<file path="config.mk">
export PLATFORM = sky130hd
export DESIGN_NAME = frame_pixel_unpacker
export DESIGN_NICKNAME = d
export VERILOG_FILES = /design/src/rtl/frame_pixel_unpacker.sv
export SDC_FILE = /design/constraint.sdc
export NUM_CORES = 1
export LEC_CHECK = 0
export CAP_MARGIN = 30
export CORE_ASPECT_RATIO = 1.75
export CORE_UTILIZATION = 60
export CTS_CLUSTER_DIAMETER = 80
export DETAILED_ROUTE_END_ITERATION = 10
export PLACE_DENSITY_LB_ADDON = 0.12
export SLEW_MARGIN = 20
export SYNTH_ARGS = -nofsm -noshare
export SYNTH_HDL_FRONTEND = slang
export SYNTH_SLANG_ARGS = --single-unit
</file>
<file path="constraint.sdc">
create_clock -name clk_clk -period 20.3 [get_ports clk_clk]
set_input_delay 2.03 -clock clk_clk [delete_from_list [all_inputs] [get_ports clk_clk]]
set_output_delay 2.03 -clock clk_clk [all_outputs]
set_load 0.1 [all_outputs]
</file>
<file path="src/rtl/frame_pixel_unpacker.sv">
// rtl/frame_pixel_unpacker.sv - HPS 256-bit word stream to 8-bit pixel stream unpacker
// Word FIFO, byte serializer and per-frame pixel counter with HPS status return word.

module frame_pixel_unpacker_fifo #(
  parameter int DEPTH = 4,
  parameter int WIDTH = 256
) (
  input  logic                      i_clk,
  input  logic                      i_resetn,
  input  logic                      i_flush,
  input  logic                      i_wr,
  input  logic [WIDTH-1:0]          i_wdata,
  input  logic                      i_rd,
  output logic [WIDTH-1:0]          o_rdata,
  output logic                      o_full,
  output logic                      o_empty,
  output logic [$clog2(DEPTH):0]    o_level
);
  localparam int AW = $clog2(DEPTH);
  localparam logic [AW-1:0] PTR_ONE  = 1;
  localparam logic [AW:0]   LVL_ONE  = 1;
  localparam logic [AW:0]   LVL_FULL = DEPTH[AW:0];

  logic [WIDTH-1:0] r_mem [DEPTH];
  logic [AW-1:0]    r_wr_ptr;
  logic [AW-1:0]    r_rd_ptr;
  logic [AW:0]      r_level;

  always_ff @(posedge i_clk) begin
    if (i_wr) begin
      r_mem[r_wr_ptr] <= i_wdata;
    end
  end

  always_ff @(posedge i_clk) begin
    if (!i_resetn || i_flush) begin
      r_wr_ptr <= '0;
      r_rd_ptr <= '0;
      r_level  <= '0;
    end else begin
      if (i_wr) begin
        r_wr_ptr <= r_wr_ptr + PTR_ONE;
      end
      if (i_rd) begin
        r_rd_ptr <= r_rd_ptr + PTR_ONE;
      end
      case ({i_wr, i_rd})
        2'b10:   r_level <= r_level + LVL_ONE;
        2'b01:   r_level <= r_level - LVL_ONE;
        default: r_level <= r_level;
      endcase
    end
  end

  assign o_rdata = r_mem[r_rd_ptr];
  assign o_full  = (r_level == LVL_FULL);
  assign o_empty = (r_level == '0);
  assign o_level = r_level;
endmodule

module frame_pixel_unpacker #(
  parameter int FIFO_DEPTH = 4,
  parameter int CNT_W      = 19
) (
  input  logic             clk_clk,
  input  logic             reset_reset_n,
  input  logic [255:0]     data_data,
  input  logic             datavalid_datavalid,
  input  logic [31:0]      data_trigger_export,
  input  logic [CNT_W-1:0] cfg_len,
  output logic [7:0]       pix_data,
  output logic             pix_valid,
  input  logic             pix_ready,
  output logic             pix_sof,
  output logic             pix_eof,
  output logic [CNT_W-1:0] cpt_cpt,
  output logic [31:0]      ret_export
);
  localparam int AW = $clog2(FIFO_DEPTH);
  localparam logic [CNT_W-1:0] CNT_ONE = 1;

  typedef enum logic [1:0] {
    S_IDLE = 2'd0,
    S_RUN  = 2'd1,
    S_DONE = 2'd2
  } state_t;

  state_t           r_state;
  state_t           w_state_nxt;
  logic             r_trig0_q;
  logic [CNT_W-1:0] r_len;
  logic [CNT_W-1:0] r_cpt;
  logic             r_done;
  logic             r_ovf;
  logic [255:0]     r_sh_data;
  logic [4:0]       r_sh_idx;
  logic             r_pix_valid;

  logic             w_run;
  logic             w_abort;
  logic             w_start_edge;
  logic             w_start_go;
  logic             w_xfer;
  logic             w_last_byte;
  logic             w_eof_hit;
  logic             w_eof_xfer;
  logic             w_flush;
  logic             w_sh_free;
  logic             w_fifo_rd;
  logic             w_fifo_wr;
  logic             w_ovf_hit;
  logic [255:0]     w_fifo_head;
  logic             w_fifo_full;
  logic             w_fifo_empty;
  logic [AW:0]      w_fifo_level;
  logic [7:0]       w_level8;
  logic             w_unused_trig;

  assign w_run        = (r_state == S_RUN);
  assign w_abort      = data_trigger_export[1];
  assign w_start_edge = data_trigger_export[0] & ~r_trig0_q;
  assign w_start_go   = w_start_edge & ~w_abort & ~w_run & (cfg_len != '0);
  assign w_xfer       = r_pix_valid & pix_ready;
  assign w_last_byte  = (r_sh_idx == 5'd31);
  assign w_eof_hit    = (r_cpt == r_len - CNT_ONE);
  assign w_eof_xfer   = w_run & w_xfer & w_eof_hit & ~w_abort;

  // Anything that ends or restarts a frame empties both FIFO and serializer.
  assign w_flush   = w_abort | w_start_go | w_eof_xfer;
  assign w_sh_free = ~r_pix_valid | (w_xfer & w_last_byte);
  assign w_fifo_rd = w_run & ~w_flush & w_sh_free & ~w_fifo_empty;
  assign w_fifo_wr = w_run & ~w_flush & datavalid_datavalid & (~w_fifo_full | w_fifo_rd);
  assign w_ovf_hit = w_run & ~w_flush & datavalid_datavalid & w_fifo_full & ~w_fifo_rd;

  assign w_unused_trig = ^data_trigger_export[31:2];

  frame_pixel_unpacker_fifo #(
    .DEPTH (FIFO_DEPTH),
    .WIDTH (256)
  ) u_fifo (
    .i_clk    (clk_clk),
    .i_resetn (reset_reset_n),
    .i_flush  (w_flush),
    .i_wr     (w_fifo_wr),
    .i_wdata  (data_data),
    .i_rd     (w_fifo_rd),
    .o_rdata  (w_fifo_head),
    .o_full   (w_fifo_full),
    .o_empty  (w_fifo_empty),
    .o_level  (w_fifo_level)
  );

  always_ff @(posedge clk_clk) begin
    if (!reset_reset_n) begin
      r_state <= S_IDLE;
    end else begin
      r_state <= w_state_nxt;
    end
  end

  always_comb begin
    w_state_nxt = r_state;
    if (w_abort) begin
      w_state_nxt = S_IDLE;
    end else begin
      case (r_state)
        S_IDLE, S_DONE: if (w_start_go) w_state_nxt = S_RUN;
        S_RUN:          if (w_eof_xfer) w_state_nxt = S_DONE;
        default:        w_state_nxt = S_IDLE;
      endcase
    end
  end

  always_ff @(posedge clk_clk) begin
    if (!reset_reset_n) begin
      r_trig0_q <= 1'b0;
      r_len     <= '0;
      r_cpt     <= '0;
      r_done    <= 1'b0;
      r_ovf     <= 1'b0;
    end else begin
      r_trig0_q <= data_trigger_export[0];
      if (w_start_go) begin
        r_len  <= cfg_len;
        r_cpt  <= '0;
        r_done <= 1'b0;
        r_ovf  <= 1'b0;
      end else begin
        if (w_abort) begin
          r_done <= 1'b0;
        end else if (w_eof_xfer) begin
          r_done <= 1'b1;
        end
        // Abort freezes the count even if a handshake coincides with it.
        if (w_run && w_xfer && !w_abort) begin
          r_cpt <= r_cpt + CNT_ONE;
        end
        if (w_ovf_hit) begin
          r_ovf <= 1'b1;
        end
      end
    end
  end

  always_ff @(posedge clk_clk) begin
    if (!reset_reset_n) begin
      r_sh_data   <= '0;
      r_sh_idx    <= '0;
      r_pix_valid <= 1'b0;
    end else if (w_flush) begin
      r_sh_idx    <= '0;
      r_pix_valid <= 1'b0;
    end else if (w_fifo_rd) begin
      r_sh_data   <= w_fifo_head;
      r_sh_idx    <= '0;
      r_pix_valid <= 1'b1;
    end else if (w_xfer) begin
      if (w_last_byte) begin
        r_pix_valid <= 1'b0;
      end else begin
        r_sh_data <= {8'h00, r_sh_data[255:8]};
        r_sh_idx  <= r_sh_idx + 5'd1;
      end
    end
  end

  assign w_level8   = 8'(w_fifo_level);
  assign pix_data   = r_sh_data[7:0];
  assign pix_valid  = r_pix_valid;
  assign pix_sof    = r_pix_valid & (r_cpt == '0);
  assign pix_eof    = r_pix_valid & w_eof_hit;
  assign cpt_cpt    = r_cpt;
  assign ret_export = {16'h0000, w_level8, 5'b00000, r_ovf, r_done, w_run};
endmodule

</file>
==> summary.txt <==
Floorplan
  – Initial Util: 0.606
  – Die X: 223 um
  – Die area: 86,500 um^2
  – Die height: 388 um
  – IO Count: 373
  – Row cnt: 141
  – Core area: 84,500 um^2

Yosys
  – Post-synth top flop: edfxtp_1
  – Yosys warnings: 0
  – Yosys top cell area share: 0.601
  – Synthesized area per cell: 19.2 um^2
  – Synth async-reset ratio: 0
  – Multiplexer share of the synthesized area: 0.116
  – #FFs+latches synth: 1,338
  – Area leader, netlist: edfxtp_1
  – Largest family of logic cells by synthesized area: multiplexers
  – Post-synthesis compound-gate area fraction: 0.103
  – Cells after synthesis: 2,661
  – Largest cells by area after synthesis: edfxtp_1 60%, dfxtp_1 12%, mux4_2 11%
  – XOR/XNOR Fraction of Synth Area: 0.00833
  – Seq/Total Area, Yosys: 0.723
  – Synth Area in Simple Gates: 0.0206
  – Synth Cell Area: 51,200 um^2
  – Adder-cell share of the synthesized area: 0.00284
  – Yosys cell types: 66
  – Number of synthesized flops with an enable pin: 1,024

Final layout
  – Area delta synth->final: 15.6%
  – Layout Utilization: 0.700
  – Layout cells sized above 1: 0.217
  – Cell Count, Final, Fillers Out: 4,109
  – Post-Layout Inst Area: 59,200 um^2
  – Fin nets: 3,245
  – Fillers: 5,328

Timing
  – Final hold vios: 0
  – Pins Over Slew Limit: 0
  – Hold WS: 0.461 ns
  – RSZ-0062 raised after global routing: no
  – Relative slew slack: 0.155
  – Setup WS post-layout: 13.75 ns
  – Worst slew pin tran: 1.27 ns
  – Clock skew after layout: 0.0223 ns
  – Setup TNS: 0 ns
  – Setup-failing EPs final: 0
  – Tcrit/Tclk final: 0.323
  – Max Freq: 153 MHz
  – Minimum clock period: 6.55 ns

Power and ir drop
  – Clock share of power: 0.417
  – Comb pwr share: 0.028
  – Leak Pwr: 18.4 nW
  – Power density over the cells: 89.7 nW/um^2
  – Psw: 1.04 mW
  – VDD IR-drop max: 81.4 uV
  – Pint: 4.27 mW
  – Reg power frac: 0.555
  – Sw Ratio: 0.196
  – Pwr Total: 5.31 mW

Routing
  – Residual DRC count: 0
  – Routed WL per cell: 28.0 um
  – Final wirelength: 115,000 um
  – Initial DRC count: 2,019
  – Via count: 27,000
  – 1st-pass router iterations: 5
  – Routed Antenna Nets: 0
  – Vias per cell: 6.57

Clock network
  – Clock Sinks: 1,338
  – CTS tree: done
  – Post-CTS setup buffers: 0
  – CTS Buf Count: 113
  – CTS root buf: clkbuf_16
  – Post-CTS Resized: 0
  – Max Root-Sink Buffers: 3
  – H-tree levels: 3
  – Worst skew pair latency: 0.71 ns
  – Reg clk slew, reported paths: 0.06 ns
  – Post-CTS Hold Buffers: 0

Worst setup path
  – CP Max Fanout: 90
  – Critical path class: input pin to flip-flop
  – Critical path startpoint: data_trigger_export[1]
  – R2R Path Start: r_len[3]
  – CP Launch Type: input pin
  – Req. time, crit path: 20.63 ns
  – CP arrival: 6.88 ns
  – Crit end category: flip-flop

Job
  – MaxCap Viol Count: 0

Outcome
  – Status: finished, final reports clean

Placed design
  – Dpl cells: 3,876
  – Placer congestion estimate: 0.807
  – Post-DP Area: 55,200 um^2
  – Pre-CTS WS: 13.01 ns
  – I/O Buffers: 316
  – Hpwl dp: 66,700 um

Global route
  – Gr usage total: 0.269
  – Grt total ovfl: 0
  – First-pass GRT wire length: 174,000 um
  – Vias in the first global route: 28,300
  – Initial antenna violation count: 46
  – Largest net degree at the start of global routing: 177

Worst hold path
  – Hold Crit Start: r_ovf
  – Hold Crit Class: flip-flop to flip-flop
worst max-delay path: stages:
cell,delay (ns)
clkdlybuf4s50_1,0.52
nor3_1,0.43
nand2_1,0.13
a41oi_1,0.56
and3_4,0.85
buf_4,0.60
buf_16,0.30
buf_12,0.46
buf_4,0.73
sequential cells by signal, indices dropped and copies added (netlist names), named ones only:
signal	cells
u_fifo.r_mem	1024
r_sh_data	256
cpt_cpt	19
r_len	19
r_sh_idx	5
u_fifo.o_level	3
r_state	2
u_fifo.r_rd_ptr	2
u_fifo.r_wr_ptr	2
pix_valid	1
r_done	1
r_ovf	1
r_trig0_q	1
cell families (layout without fill, tap and decap cells):
logic type / count (synthesis) / after routing
muxes: 271 / 271
other: 1 / 42
buffers and inverters: 262 / 597
and+or+nand+nor: 191 / 191
xor gates and xnor gates: 47 / 47
AOI/OAI and AO/OA: 540 / 540
DFF: 1338 / 1338
adders and majority gates: 11 / 11
power by group through the flow:
stage               logic [mW]  clock network [mW]  registers, mW
global route             0.155                2.34           2.95
global placement         0.139                   0           3.01
finish                   0.146                2.21           2.95
floorplan               0.0619                   0           3.01
detailed placement       0.146                   0           3.01
CTS                      0.147                2.25           2.95
path summary, 6_finish.rpt:
path                                            end  slack [ns]  depth (start not counted)
worst max-delay path            u_fifo.r_mem[0][39]       13.75                          9
worst min-delay path                          r_ovf        0.46                          2
worst max register to register  u_fifo.r_mem[0][39]       14.55                         11
worst min register to register                r_ovf        0.46                          2
cell usage in the layout, fill, tap and decap left out, drive strengths merged, types with 27 or more instances in the layout:
| cell | netlist | routed |
|---|---|---|
| edfxtp | 1024 | 1024 |
| clkdlybuf4s50 | 0 | 315 |
| dfxtp | 314 | 314 |
| mux4 | 256 | 256 |
| o221a | 240 | 240 |
| o22a | 239 | 239 |
| clkbuf | 152 | 169 |
| buf | 96 | 55 |
| nor2 | 54 | 54 |
| clkinv | 0 | 28 |
| nand2 | 27 | 27 |
cells in the mapped netlist (14+ instances only):
cell	n
edfxtp_1	1024
o22a_1	239
nor2b_1	15
xnor2_1	22
clkbuf_1	152
dfxtp_1	314
buf_6	21
inv_1	14
o221a_2	156
nor4_1	15
o221a_1	84
nor2_1	54
buf_2	31
mux2i_1	15
nand2_1	27
xor2_1	24
mux4_2	256
buf_4	40
nand3_1	17
routing by layer:
layer / wire length (um) / GRT usage / vias up
met5: 391 / 0 / -
met4: 3230 / 0.0943 / 60
met3: 8250 / 0.0720 / 230
met2: 58500 / 0.450 / 935
met1: 44700 / 0.340 / 14100
li1: - / - / 11700
cell type report:
cell class,count,area [um^2],share of cell area
flip-flops and latches,1338,37000,0.626
multi-input cells,1086,13000,0.219
repair buffers,370,3900,0.0660
clock buffers,169,3270,0.0553
well taps,1072,1340,0.0227
clock inverters,44,546,0.00922
inverters,14,52.6,0.000888
diodes,16,40.0,0.000677
(Power assumes the default switching activity.)
